[src/rtl/div_ctrl.sv]
// Request-side controller for the iterative radix-2 divider: operand prep, start pulse, result fix-up.
// Latency: accept to resp_valid is 2 cycles plus the divider run time; special cases take 1 cycle with DIV_FASTPATH_EN.
// Backpressure: one operation in flight; req_ready only in IDLE, RESP holds until resp_ready or flush.
// Optional feature macro: DIV_FASTPATH_EN (divide-by-zero / signed overflow bypass the divider).
module div_ctrl #(
    parameter int TAG_W = 5
) (
    input  logic             clk,
    input  logic             rst_n,
    input  logic             req_valid,
    output logic             req_ready,
    input  logic [1:0]       req_op,
    input  logic             req_w,
    input  logic [63:0]      req_a,
    input  logic [63:0]      req_b,
    input  logic [TAG_W-1:0] req_tag,
    input  logic             flush,
    output logic             resp_valid,
    input  logic             resp_ready,
    output logic [63:0]      resp_data,
    output logic [TAG_W-1:0] resp_tag,
    output logic             div_valid,
    output logic             div_sign,
    output logic             div_w,
    output logic [63:0]      div_dividend,
    output logic [63:0]      div_divisor,
    input  logic [63:0]      div_quotient,
    input  logic [63:0]      div_remainder,
    input  logic             div_out_valid
);

    typedef enum logic [2:0] {
        IDLE  = 3'd0,
        ISSUE = 3'd1,
        WAIT  = 3'd2,
        DRAIN = 3'd3,
        RESP  = 3'd4
    } state_t;

    localparam logic [63:0] INT64_MIN = 64'h8000_0000_0000_0000;

    // Divisor zero at the effective width (low word only for W-forms).
    function automatic logic is_div_zero(input logic w, input logic [63:0] b);
        return w ? (b[31:0] == 32'd0) : (b == 64'd0);
    endfunction

    // Most-negative / -1 at the effective width; only meaningful for signed ops.
    function automatic logic is_overflow(input logic sgn, input logic w,
                                         input logic [63:0] a, input logic [63:0] b);
        if (!sgn)
            return 1'b0;
        if (w)
            return (a[31:0] == 32'h8000_0000) && (b[31:0] == 32'hFFFF_FFFF);
        return (a == INT64_MIN) && (b == 64'hFFFF_FFFF_FFFF_FFFF);
    endfunction

    // Apply RISC-V special-case results over the divider output, pick q/r, sign-extend W-forms.
    function automatic logic [63:0] final_result(input logic [1:0]  op, input logic w,
                                                 input logic [63:0] a,  input logic [63:0] b,
                                                 input logic [63:0] q,  input logic [63:0] r);
        logic [63:0] q_eff;
        logic [63:0] r_eff;
        logic [63:0] sel;
        q_eff = q;
        r_eff = r;
        if (is_div_zero(w, b)) begin
            q_eff = 64'hFFFF_FFFF_FFFF_FFFF;
            r_eff = a;
        end else if (is_overflow(!op[0], w, a, b)) begin
            q_eff = a;
            r_eff = 64'd0;
        end
        sel = op[1] ? r_eff : q_eff;
        return w ? {{32{sel[31]}}, sel[31:0]} : sel;
    endfunction

    state_t             state_q, state_d;
    logic [1:0]         op_q;
    logic               w_q;
    logic               sign_q;
    logic               divw_q;
    logic [63:0]        dvd_q;
    logic [63:0]        dvs_q;
    logic [63:0]        data_q;
    logic [TAG_W-1:0]   tag_q;

    logic               req_sgn;
    logic [63:0]        prep_a;
    logic [63:0]        prep_b;
    logic               accept;
    logic               capture;
    logic               fast_path;

    // Even op codes (DIV, REM) are signed; unsigned W-forms feed the divider zero-extended low words.
    assign req_sgn = ~req_op[0];
    assign prep_a  = (req_w && !req_sgn) ? {32'd0, req_a[31:0]} : req_a;
    assign prep_b  = (req_w && !req_sgn) ? {32'd0, req_b[31:0]} : req_b;
    assign accept  = (state_q == IDLE) && req_valid && !flush;
    assign capture = (state_q == WAIT) && div_out_valid && !flush;

`ifdef DIV_FASTPATH_EN
    assign fast_path = is_div_zero(req_w, prep_b) || is_overflow(req_sgn, req_w, prep_a, prep_b);
`else
    assign fast_path = 1'b0;
`endif

    // State register; reset drops any in-flight operation.
    always_ff @(posedge clk or negedge rst_n) begin
        if (!rst_n)
            state_q <= IDLE;
        else
            state_q <= state_d;
    end

    // Next-state logic. A started divide always runs to completion, so a flush before
    // the result arrives parks in DRAIN to swallow the completion pulse.
    always_comb begin
        state_d = state_q;
        case (state_q)
            IDLE:  if (accept) state_d = fast_path ? RESP : ISSUE;
            ISSUE: state_d = flush ? DRAIN : WAIT;
            WAIT: begin
                if (flush)
                    state_d = div_out_valid ? IDLE : DRAIN;
                else if (div_out_valid)
                    state_d = RESP;
            end
            DRAIN: if (div_out_valid) state_d = IDLE;
            RESP:  if (flush || resp_ready) state_d = IDLE;
            default: state_d = IDLE;
        endcase
    end

    // Request capture on accept and result capture on divider completion.
    always_ff @(posedge clk or negedge rst_n) begin
        if (!rst_n) begin
            op_q   <= 2'd0;
            w_q    <= 1'b0;
            sign_q <= 1'b0;
            divw_q <= 1'b0;
            dvd_q  <= 64'd0;
            dvs_q  <= 64'd0;
            data_q <= 64'd0;
            tag_q  <= '0;
        end else if (accept) begin
            op_q   <= req_op;
            w_q    <= req_w;
            sign_q <= req_sgn;
            divw_q <= req_w & req_sgn;
            dvd_q  <= prep_a;
            dvs_q  <= prep_b;
            tag_q  <= req_tag;
            if (fast_path)
                data_q <= final_result(req_op, req_w, prep_a, prep_b, 64'd0, 64'd0);
        end else if (capture) begin
            data_q <= final_result(op_q, w_q, dvd_q, dvs_q, div_quotient, div_remainder);
        end
    end

    assign req_ready    = (state_q == IDLE);
    assign resp_valid   = (state_q == RESP);
    assign resp_data    = data_q;
    assign resp_tag     = tag_q;
    assign div_valid    = (state_q == ISSUE);
    assign div_sign     = sign_q;
    assign div_w        = divw_q;
    assign div_dividend = dvd_q;
    assign div_divisor  = dvs_q;

endmodule

[config.mk]
export PLATFORM = sky130hd
export DESIGN_NAME = div_ctrl
export DESIGN_NICKNAME = d
export VERILOG_FILES = /design/src/rtl/div_ctrl.sv
export SDC_FILE = /design/constraint.sdc
export NUM_CORES = 1
export LEC_CHECK = 0
export BUFFER_PORTS_ARGS = -buffer_cell sky130_fd_sc_hd__buf_4
export CORE_AREA = 2 2 184 186
export CTS_CLUSTER_SIZE = 14
export DETAILED_ROUTE_END_ITERATION = 10
export DIE_AREA = 0 0 186 188
export HOLD_SLACK_MARGIN = 0.06
export PLACE_DENSITY = 0.57
export SLEW_MARGIN = 20
export SYNTH_ARGS = -nofsm -noshare
export SYNTH_HDL_FRONTEND = slang
export SYNTH_SLANG_ARGS = --single-unit
[constraint.sdc]
create_clock -name clk -period 3.41 [get_ports clk]
set_clock_uncertainty 0.2 [all_clocks]
set_input_delay 0 -clock clk [delete_from_list [all_inputs] [get_ports clk]]
set_output_delay 0 -clock clk [all_outputs]
set_load 0.1 [all_outputs]
* Word level (Yosys, flattened, before mapping)
Cells that the tools add are included.
** Storage, ports and cells
- Register bits after elaboration :: 205
- Bits in latches :: 0
- RAM bits :: 0
- ROM bits :: 0
- Input port bits :: 270
- Output and inout bits :: 202
- Logic and storage cells :: 71
- Memories kept :: 0
** Operators by class
- Add/sub/neg operators :: 0
- Multiply operators :: 0
- Divide/modulo/power cells :: 0
- Magnitude comparators :: 0
- Eq/ne operators :: 12
- Shifts and indexed selects :: 0
- Mux-type cells :: 33
- Bitwise operators :: 3
- Reduce and logical (&&, ||, !) cells :: 14
** Operators with widths (count)
- $mux 64 :: 8
- $eq 64x64->1 const B :: 2
- $eq 32x32->1 const B :: 2
- $logic_not 64->1 :: 1
- $logic_not 32->1 :: 1
- $mux 1 :: 18
- $mux 3 :: 5
- $pmux 3 s5 :: 1
- $logic_and 1x1->1 :: 7
- $eq 3x2->1 const B :: 2
- $ne 2x1->1 const B :: 2
- $reduce_and 4->1 :: 1
- $eq 3x1->1 const B :: 1
- $eq 3x3->1 const B :: 1
- $logic_not 3->1 :: 1
- $ne 3x3->1 const B :: 1
- $mux 2 :: 1
- $ne 2x2->1 const B :: 1
- $not 1->1 :: 2
- $reduce_and 2->1 :: 1
- $and 1x1->1 :: 1
- $logic_not 1->1 :: 1
- $logic_or 1x1->1 :: 1

* Depth between registers and ports, before layout
Gate-level depths: netlist of the first run.
- Word-level depth :: 18
- Depth in mapped cells :: 11
- Gate-level depth less buffers :: 7

* Worst setup path after synthesis of the first run
No wires, ideal clock.
- Path kind :: register -> register
- From :: register dvd_q[63], in the netlist div_dividend[63]
- To :: register data_q[43], in the netlist resp_data[43]
- Setup time :: 87 ps
- Data arrival time :: 3286 ps
- Required time :: 3123 ps
- Path slack :: -163 ps
- Stages on the path, launching flop included :: 11
- Buffers on the path :: 3
- Clock period less this slack :: 3573 ps
- Cell sequence :: dfrtp_1 nor4bb_1 nand4_1 or4_1 clkbuf_1 or4_1 buf_2 a21oi_4 buf_4 a221oi_1 a211oi_2
** Between the ends
- Longest elaborated chain between the ends :: 11
- Elaborated cells on any way between the ends :: 13
- Those cells by class :: eq/ne: 1; mux: 11; reduce/logical: 1
** Ends and longest elaborated chain
- start: declaration :: RTL line 82 : logic [63:0] dvd_q;
- start signal: assignment :: RTL line 150 : dvd_q <= prep_a;
- $eq 64x64->1 * :: RTL line 54 : return (a == INT64_MIN) && (b == 64'hFFFF_FFFF_FFFF_FFFF);
- $logic_and 1x1->1 * :: RTL line 54
- $mux 1 * :: RTL line 54
- $mux 1 * :: RTL line 52 : if (w)
- $mux 1 * :: RTL line 66 : if (is_div_zero(w, b)) begin
- $mux 1 * :: RTL line 155 : end else if (capture) begin
- $mux 1 * :: RTL line 145 : end else if (accept) begin
- $mux 64 :: RTL line 69 : end else if (is_overflow(!op[0], w, a, b)) begin
- $mux 64 :: RTL line 66
- $mux 64 * :: RTL line 73 : sel = op[1] ? r_eff : q_eff;
- $mux 64 * :: RTL line 74 : return w ? {{32{sel[31]}}, sel[31:0]} : sel;
- end signal: assignment :: RTL line 154 : data_q <= final_result(req_op, req_w, prep_a, prep_b, 64'd0, 64'd0);
- end signal: assignment :: RTL line 156 : data_q <= final_result(op_q, w_q, dvd_q, dvs_q, div_quotient, div_remainder);
- end: declaration :: RTL line 84 : logic [63:0] data_q;
Every way passes the cells marked *; elsewhere a longest branch is shown, timed or not. The select of a mux whose other input is x is not followed.
A chain may end at the register's enable or synchronous reset.

* Worst setup path in the final report of the first run
- From :: register dvd_q[30], in the netlist div_dividend[30]
- To :: register data_q[63], in the netlist resp_data[63]
** Between the ends
- Longest elaborated chain between the ends :: 12
- Elaborated cells on any way between the ends :: 16
- Those cells by class :: eq/ne: 2; mux: 12; reduce/logical: 2
** Ends and longest elaborated chain
- $eq 32x32->1 :: RTL line 53 : return (a[31:0] == 32'h8000_0000) && (b[31:0] == 32'hFFFF_FFFF);
- $logic_and 1x1->1 :: RTL line 53
- $mux 1 :: RTL line 52
- $mux 1 * :: RTL line 54
- $mux 1 * :: RTL line 52
- $mux 1 * :: RTL line 66
- $mux 1 * :: RTL line 155
- $mux 1 * :: RTL line 145
- $mux 64 :: RTL line 69
- $mux 64 :: RTL line 66
- $mux 64 * :: RTL line 73
- $mux 64 * :: RTL line 74
Marked as above.

==> impl_metrics.csv, run 1 <==
group,metric,value,unit
outcome,status,"complete, no violations",
worst_setup_path,end_kind,"flip-flop",
global_routing,grt_max_degree,102,
synthesis,ys_warn_count,0,
synthesis,synth_fa_ha_area_share,0,%
clock_network,cts_root_buf,"clkbuf_16",
timing,fin_setup_tns,0,ns
route,ant_nets,0,
synthesis,synth_edf_count,0,
timing,drv_slew,0,
route,routed_wirelength,54.6,mm
worst_setup_path,arrival,3.61,ns
flow_run,maxCapViolations,0,
synthesis,ys_seq_elements,205,
synthesis,avgSynthCellArea,9.74,µm²
global_routing,gr-usage-all-layers,30.1,%
timing,worst_slew_pin_slew,0.883,ns
synthesis,synth_compound_area_share,26.7,%
synthesis,synthArstFlopShare,100,%
placed_design,place.gp.congestion,0.857,
route,drc,0,
floorplan,rows,67,
floorplan,core,33100,µm²
floorplan,initial_utilization,32.9,%
synthesis,yosysSeqAreaShare,47.0,%
hold_path,hold_class,"input pin to flip-flop",
timing,period_minus_slack,3.36,ns
timing,setup_viol,0,
floorplan,io_pins,472,
floorplan,chipWidth,186,µm
synthesis,yosysUniqueCellTypes,49,
synthesis,synthCells,1120,
synthesis,syn_nets,1390,
floorplan,die_area,35000,µm²
route,wl_per_cell,22.3,µm
synthesis,synthSimpleGateAreaFrac,15.0,%
placed_design,port_buffers,471,
placed_design,post-dp-hpwl,36.3,mm
clock_network,cts.sinks,205,
final_layout,final_nets,2242,
route,dr.first_iter.drc_count,985,
global_routing,antenna_found_initial,5,
global_routing,overflow,0,
worst_setup_path,crit_path_max_fanout,11,
floorplan,die_y,188,µm
clock_network,clockBufferDepth,3,
route,first_pass_iters,5,
worst_setup_path,crit_required,3.66,ns
clock_network,clk_pin_slew,0.06,ns
placed_design,dp_slack,-0.0762,ns
final_layout,drive_gt1_share,39.3,%
global_routing,grt_pass1_wl,81.4,mm
timing,hold_viol,0,
worst_setup_path,crit_path_start_kind,"flip-flop",
timing,fmax,297,MHz
synthesis,synth_top_family_by_area,"compound AO/OA/AOI/OAI gates",
global_routing,grt_pass1_vias,13800,
synthesis,synth-xor-area-share,0,%
worst_setup_path,worstSetupPathType,"flip-flop to flip-flop",
route,via_per_inst,5.50,
timing,min_period_over_period,98.6,%
clock_network,cts_buffers,26,
timing,layout_setup_ws,0.0477,ns
final_layout,syn_to_final_growth,84.8,%
route,vias,13500,
clock_network,cts_max_level,1,
clock_network,insertion_delay,0.54,ns
synthesis,synth_ff_type,"dfrtp_1",
synthesis,synthMuxAreaShare,7.43,%
clock_network,cts_tree,"done",
timing,hold_slack,0.0718,ns
timing,slew_headroom,41.1,%
synthesis,syn-cell-area,10900,µm²
-- placed cells by master, fill, tap and decap left out, types with 12 or more instances in the layout --
cell / count
a2111oi_0: 25
mux2_2: 72
a221oi_2: 12
nor2_1: 72
dfrtp_1: 163
dfrtp_2: 42
buf_12: 12
o21ai_0: 67
nor4_1: 27
o211ai_1: 31
dlygate4sd3_1: 358
nand2_1: 174
a22oi_1: 31
a21boi_0: 19
a221oi_1: 50
nand4_1: 23
a21oi_1: 96
a211oi_2: 30
clkbuf_16: 28
buf_4: 545
a21boi_1: 13
-- state kept, by name, summed over array words and instances (netlist names) --
| signal | cells |
|---|---|
| div_w | 1 |
| div_sign | 1 |
| state_q | 3 |
| resp_data | 64 |
| div_dividend | 64 |
| w_q | 1 |
| resp_tag | 5 |
| div_divisor | 64 |
| op_q | 2 |
-- critical path, cell delays in order, from the launching register on --
cell	delay (ns)
dfrtp_2	0.44
nor4_4	0.32
nand4_1	0.15
buf_6	0.16
or4_4	0.51
or4_4	0.59
a21oi_4	0.21
buf_12	0.14
buf_12	0.10
clkbuf_16	0.16
a221oi_1	0.08
a211oi_1	0.21
-- per-stage QoR --
| step | util, % | cell area, µm² | cells |
|---|---|---|---|
| 5_1_grt | 60.9 | 20200 | 2445 |
| 6_report | 60.9 | 20200 | 2445 |
| 4_1_cts | 60.1 | 19900 | 2429 |
| 3_5_place_dp | 46.7 | 15500 | 2024 |
| 2_1_floorplan | - | 11000 | 1120 |
| 3_3_place_gp | 46.7 | 15500 | 2024 |
-- cell families (layout without fill, tap and decap cells) --
group           count (synthesis)  in the layout
compound gates                395            395
simple gates                  349            349
flops                         205            205
buf+inv                        99            971
mux                            72             72
other cells                     0              5
-- synth_stat cells, drive strengths merged (6+ instances only) --
cell     count  area, µm²
a2111oi     32        299
a211oi      33        398
a21boi      33        251
a21oi       99        507
a221oi      62        606
a22oi       31        233
buf         14        103
clkbuf      83        312
dfrtp      205       5130
mux2        72        811
nand2      176        663
nand4       23        144
nor2        73        274
nor3         7       35.0
nor4        35        238
o211ai      31        233
o21ai       69        345
or4          6       45.0
-- timing repair --
action                                  4_1_cts  5_1_grt
pin swaps                                     1       18
endpoints found under the hold margin       410        1
buffers inserted                              0        8
cloned                                        0        2
hold buffers                                357        1
endpoints found under the setup margin       36       51
gates resized for setup                       4       20
-- final cells by class --
cell class	count	area [µm²]
Antenna cell	5	12.5
Clock buffer	40	753
Clock inverter	8	110
Fill cell	2763	13000
Inverter	2	7.51
Multi-Input combinational cell	816	5520
Sequential cell	205	5180
Tap cell	448	561
Timing Repair Buffer	921	8010
-- layer usage --
| metal | global-route usage [%] | vias to the layer above | part of all wire [%] |
|---|---|---|---|
| li1 | - | 5978 | - |
| met1 | 37.3 | 6549 | 38 |
| met2 | 51.5 | 775 | 50 |
| met3 | 5.52 | 151 | 7.8 |
| met4 | 11.7 | 0 | 4.2 |
| met5 | 0 | - | 0 |
-- worst paths after layout --
kind                                       start               end  slack [ns]  cells after the start
worst max-delay path            div_dividend[30]     resp_data[63]        0.05                     11
worst min-delay path                   req_b[54]   div_divisor[54]        0.07                      4
worst max register to register  div_dividend[30]     resp_data[63]        0.05                     11
worst min register to register             div_w             div_w        0.30                      2
max in group asynchronous                  rst_n  div_dividend[39]        1.60                      4
min in group asynchronous                  rst_n     resp_data[22]        0.47                      3
Power of run 1 is left out: the tool's default activity adds up to more than one toggle a clock period on the data nets, which glitch-free logic cannot reach.
==> run 2: changes to the inputs <==
PLACE_DENSITY = unset   (was 0.57)
==> run 2 against run 1 <==
Critical path depth is 2 lower. Highest routed layer is now met5. Sequential share of layout area hardly changed. Register-to-register slack worse by 0.03 ns. Die area stayed put. Global-route usage is 0.33 points higher.
==> impl_metrics.csv, run 2 (same netlist as run 1, synthesis figures left out) <==
group,metric,value,unit
final_layout,layout_commonest_cell,"buf_4",
worst_setup_path,crit_required,3.64,ns
route,first_pass_iters,5,
floorplan,die_y,188,µm
route,via_per_inst,5.49,
floorplan,chipWidth,186,µm
worst_setup_path,worst-path-buf-inv,2,
clock_network,cts_tree,"done",
floorplan,io_pins,472,
worst_setup_path,worstPathCellList,"nor4_4, nand4_1, or4_4, or4_4, a21oi_4, buf_12, buf_12, a221oi_1, a211oi_2",
outcome,status,"complete, no violations",
route,wl_per_cell,22.6,µm
final_layout,final_nets,2244,
global_routing,grt_pass1_wl,82.0,mm
clock_network,cts_max_level,1,
global_routing,grt_max_degree,103,
route,routed_wirelength,55.2,mm
final_layout,multi_input_area,5520,µm²
placed_design,port_buffers,471,
worst_setup_path,slowest_delay,0.62,ns
timing,fmax,295,MHz
worst_setup_path,crit_path_max_fanout,7,
final_layout,drive_gt1_share,39.3,%
clock_network,clk_pin_slew,0.05,ns
clock_network,cts_root_buf,"clkbuf_16",
worst_setup_path,slowest_stage,"or4_4",
timing,setup_viol,0,
placed_design,place.gp.congestion,0.862,
clock_network,insertion_delay,0.54,ns
timing,fin_setup_tns,0,ns
final_layout,seqCellArea,5180,µm²
timing,worst_slew_pin_slew,0.881,ns
clock_network,clockBufferDepth,3,
final_layout,final_cell_mix,"buf_4 (542), dlygate4sd3_1 (361), nand2_1 (174)",
global_routing,overflow,0,
final_layout,syn_to_final_growth,85.1,%
final_layout,stdcell_area,20200,µm²
floorplan,core,33100,µm²
global_routing,grt_pass1_vias,13800,
global_routing,antenna_found_initial,4,
floorplan,initial_utilization,32.9,%
placed_design,dp_slack,-0.120,ns
floorplan,die_area,35000,µm²
timing,slew_headroom,41.2,%
hold_path,hold_class,"input pin to flip-flop",
route,dr.first_iter.drc_count,857,
clock_network,cts_buffers,26,
timing,hold_viol,0,
final_layout,fill_cells,2680,
timing,period_minus_slack,3.39,ns
worst_setup_path,crit_path_start_kind,"flip-flop",
final_layout,post_layout_nonfiller_instances,2445,
placed_design,post-dp-hpwl,35.9,mm
timing,min_period_over_period,99.4,%
timing,drv_slew,0,
route,drc,0,
placed_design,dp.cells,2025,
flow_run,maxCapViolations,0,
worst_setup_path,worst-r2r-setup-slack,0.02,ns
timing,layout_setup_ws,0.0211,ns
route,ant_nets,0,
placed_design,place_area,15500,µm²
global_routing,gr-usage-all-layers,30.4,%
floorplan,rows,67,
worst_setup_path,end_kind,"flip-flop",
worst_setup_path,arrival,3.62,ns
worst_setup_path,critPathTopFamily,"simple AND/OR/NAND/NOR gates",
clock_network,cts.sinks,205,
worst_setup_path,worstSetupPathType,"flip-flop to flip-flop",
route,vias,13400,
[run 2: stage by stage]
stage	hold slack (ns)	util (%)
after detailed placement	-0.0509	46.8
after CTS	0.0603	60.4
after global placement	-0.0501	46.8
after global routing	0.0647	61.0
after floorplan	-0.496	-
final	0.0666	61.0
[run 2: final cells by class]
cell class | instances | area share [%]
well taps | 448 | 2.78
inverters | 2 | 0.0372
clock inverters | 11 | 0.601
clock buffers | 37 | 3.62
flip-flops and latches | 205 | 25.7
diodes | 3 | 0.0372
multi-input cells | 816 | 27.4
repair buffers | 923 | 39.9
[run 2: final timing paths]
check | cells past startpoint | from | endpoint
worst max-delay path | 9 | div_dividend[24] | resp_data[48]
worst min-delay path | 3 | req_a[25] | div_dividend[25]
worst max register to register | 9 | div_dividend[24] | resp_data[48]
worst min register to register | 2 | div_w | div_w
max in group asynchronous | 4 | rst_n | div_divisor[57]
min in group asynchronous | 3 | rst_n | resp_data[27]
[run 2: routing by layer]
metal / wire length, µm / global-route usage, %
met5: 10 / 0
met4: 2170 / 11.6
met3: 4330 / 6.16
met2: 27400 / 52.6
met1: 21300 / 36.9
[run 2: tightest hold or removal path: stages]
cell	delay, ns
dlygate4sd3_1	0.53
buf_4	0.10
mux2_2	0.13
[run 2: repair_timing]
item | CTS | global route
buffers inserted | 0 | 6
gates resized for setup | 8 | 18
hold buffers | 361 | 0
pin swaps | 1 | 11
setup endpoints to repair | 64 | 59
hold endpoints to repair | 410 | 0
cloned | 0 | 2
Power of run 2 is left out for the same reason.
==> run 3: changes to the inputs <==
CORE_AREA = 2 2 182 184   (was 2 2 184 186)
DIE_AREA = 0 0 184 186   (was 0 0 186 188)
clock period = 4.3 ns   (was 3.41 ns; I/O delays follow)
==> run 3 against run 2 <==
The flow now stops in clock tree synthesis. Synthesized cell count is the same. Area after synthesis is the same.
==> impl_metrics.csv, run 3 <==
group,metric,value,unit
floorplan,io_pins,472,
synthesis,ys_warn_count,0,
placed_design,post-dp-hpwl,35.2,mm
placed_design,place.gp.congestion,0.855,
outcome,tool.error,"[ERROR RSZ-0060] Max buffer count reached.",
clock_network,cts_root_buf,"clkbuf_16",
outcome,status,"stopped before the end",
floorplan,rows,66,
synthesis,syn-cell-area,10900,µm²
synthesis,synth.most_common_cell,"dfrtp_1",
synthesis,synthCells,1120,
clock_network,cts_buffers,25,
clock_network,cts_setup_buffers,0,
clock_network,cts.sinks,205,
synthesis,avgSynthCellArea,9.74,µm²
floorplan,die_y,186,µm
synthesis,synth_ff_type,"dfrtp_1",
outcome,lastStage,"clock tree synthesis",
clock_network,cts_resized,0,
clock_network,cts_hold_buf,399,
synthesis,yosysTopAreaCell,"dfrtp_1",
floorplan,chipWidth,184,µm
synthesis,netlist_top_cells_area,"dfrtp_1 (47%), mux2_2 (7.4%), nand2_1 (6.0%)",
synthesis,synth_edf_count,0,
synthesis,yosysUniqueCellTypes,49,
synthesis,yosysSeqAreaShare,47.0,%
synthesis,synth_top_area_share,47.0,%
clock_network,cts_max_level,1,
synthesis,syn_nets,1390,
placed_design,port_buffers,471,
floorplan,initial_utilization,33.9,%
synthesis,synthTopCellsByCount,"dfrtp_1 (205), nand2_1 (175), a21oi_1 (98), clkbuf_1 (83), nor2_1 (73)",
synthesis,synthArstFlopShare,100,%
synthesis,ys_seq_elements,205,
clock_network,clockBufferDepth,3,
placed_design,place_area,15000,µm²
[run 3: cell counts after synthesis]
No cell type changed its count.
[run 3: cell families after synthesis]
group	after synthesis	share of synthesized area (%)
and+or+nand+nor	349	15.0
DFF	205	47.0
buffers and inverters	99	3.87
AOI/OAI and AO/OA	395	26.7
muxes	72	7.43
[run 3: through the flow]
stage	utilization, %	setup WS (ns)	hold WS (ns)	std cells
after floorplan	-	0.727	-0.496	1120
after global placement	46.5	0.689	-0.0581	1945
after detailed placement	46.5	0.614	-0.0721	1945
==> run 4: changes to the inputs <==
CORE_AREA = 2 2 184 186   (was 2 2 182 184)
CTS_CLUSTER_SIZE = unset   (was 14)
DIE_AREA = 0 0 186 188   (was 0 0 184 186)
HOLD_SLACK_MARGIN = unset   (was 0.06)
PLACE_DENSITY_LB_ADDON = 0.15   (was unset)
==> run 4 against run 3 <==
The run now ends clean.
==> impl_metrics.csv, run 4 (same netlist as run 1, synthesis figures left out) <==
group,metric,value,unit
route,routed_wirelength,50.2,mm
placed_design,port_buffers,471,
floorplan,die_area,35000,µm²
final_layout,drive_gt1_share,37.3,%
timing,fmax,245,MHz
hold_path,hold_class,"input pin to flip-flop",
floorplan,initial_utilization,32.9,%
clock_network,cts.sinks,205,
timing,setup_viol,0,
worst_setup_path,worstSetupPathType,"flip-flop to flip-flop",
route,met2_length,24.7,mm
timing,slew_headroom,33.5,%
clock_network,cts_setup_buffers,0,
placed_design,post-dp-hpwl,34.9,mm
floorplan,chipWidth,186,µm
timing,fin_setup_tns,0,ns
global_routing,gr-usage-all-layers,27.8,%
timing,worst_slew_pin_slew,0.996,ns
route,routed-wl-met3,4.19,mm
timing,drv_slew,0,
clock_network,cts_max_level,1,
floorplan,rows,67,
route,first_pass_iters,6,
final_layout,final_nets,2122,
global_routing,grt_max_degree,106,
clock_network,clockBufferDepth,3,
timing,period_minus_slack,4.08,ns
timing,min_period_over_period,94.9,%
clock_network,insertion_delay,0.54,ns
route,wl_met1,20.0,mm
floorplan,die_y,188,µm
floorplan,core,33100,µm²
timing,rsz0062_at_grt,"no",
route,drc,0,
floorplan,io_pins,472,
worst_setup_path,arrival,4.29,ns
clock_network,cts_root_buf,"clkbuf_16",
global_routing,grt_pass1_vias,12900,
route,ant_nets,0,
final_layout,final_cell_mix,"buf_4 (520), dlygate4sd3_1 (279), dfrtp_1 (205)",
worst_setup_path,end_kind,"flip-flop",
timing,hold_viol,0,
worst_setup_path,crit_path_start_kind,"flip-flop",
worst_setup_path,crit_required,4.51,ns
clock_network,cts_buffers,26,
route,wl_per_cell,21.6,µm
flow_run,maxCapViolations,0,
final_layout,syn_to_final_growth,72.4,%
final_layout,layout_commonest_cell,"buf_4",
clock_network,cts_tree,"done",
route,via_per_inst,5.40,
global_routing,overflow,0,
global_routing,grt_pass1_wl,75.2,mm
clock_network,clk_pin_slew,0.06,ns
outcome,status,"complete, no violations",
global_routing,antenna_found_initial,3,
route,dr.first_iter.drc_count,978,
route,vias,12500,
placed_design,place.gp.congestion,0.832,
route,topRoutingLayerUsed,"met5",
worst_setup_path,crit_path_max_fanout,34,
[run 4: worst paths after layout]
| kind | start | endpoint | slack [ns] | cells past startpoint |
|---|---|---|---|---|
| worst min-delay path | req_b[12] | div_divisor[12] | 0.03 | 3 |
| worst min register to register | div_w | div_w | 0.30 | 2 |
| max in group asynchronous | rst_n | resp_data[30] | 1.88 | 4 |
| min in group asynchronous | rst_n | resp_data[26] | 0.43 | 3 |
| worst max-delay path | div_dividend[10] | resp_data[19] | 0.22 | 8 |
| worst max register to register | div_dividend[10] | resp_data[19] | 0.22 | 8 |
[run 4: final cells by class]
| class | instances | area, µm² |
|---|---|---|
| Fill cell | 2923 | 14300 |
| Timing Repair Buffer | 801 | 6730 |
| Multi-Input combinational cell | 816 | 5440 |
| Sequential cell | 205 | 5130 |
| Clock buffer | 31 | 721 |
| Tap cell | 448 | 561 |
| Clock inverter | 17 | 220 |
| Inverter | 2 | 7.51 |
| Antenna cell | 2 | 5.00 |
[run 4: worst max-delay path, stage by stage (launching register included)]
cell           delay [ns]
dfrtp_1              0.41
or4_1                0.55
nor4_1               0.40
and4_1               0.52
a21oi_4              0.34
buf_4                0.38
a221oi_1             0.44
dlygate4sd3_1        0.64
a21oi_1              0.07
[run 4: repair_timing]
| item | in CTS | in global routing |
|---|---|---|
| hold buffers | 279 | 0 |
| setup endpoints to repair | 0 | 4 |
| hold endpoints to repair | 317 | 0 |
| resized for setup | 0 | 1 |
[run 4: metrics by stage]
| step | area (µm²) | util, % | hold WS [ns] | cells | worst slack, ns |
|---|---|---|---|---|---|
| CTS | 18800 | 56.8 | 0.0135 | 2320 | 0.0660 |
| finish | 18800 | 56.8 | 0.0274 | 2322 | 0.220 |
| detailed placement | 15100 | 45.5 | -0.0627 | 1993 | 0.408 |
| global route | 18800 | 56.8 | 0.0399 | 2322 | 0.104 |
| floorplan | 10900 | - | -0.496 | 1120 | 0.727 |
| global placement | 15100 | 45.5 | -0.0639 | 1993 | 0.441 |
[run 4: per-layer routing]
layer,vias to the layer above,GRT usage (%)
li1,5735,-
met1,6105,34.9
met2,608,47.9
met3,84,6.02
met4,2,7.42
met5,-,0
Power of run 4 is left out for the same reason.
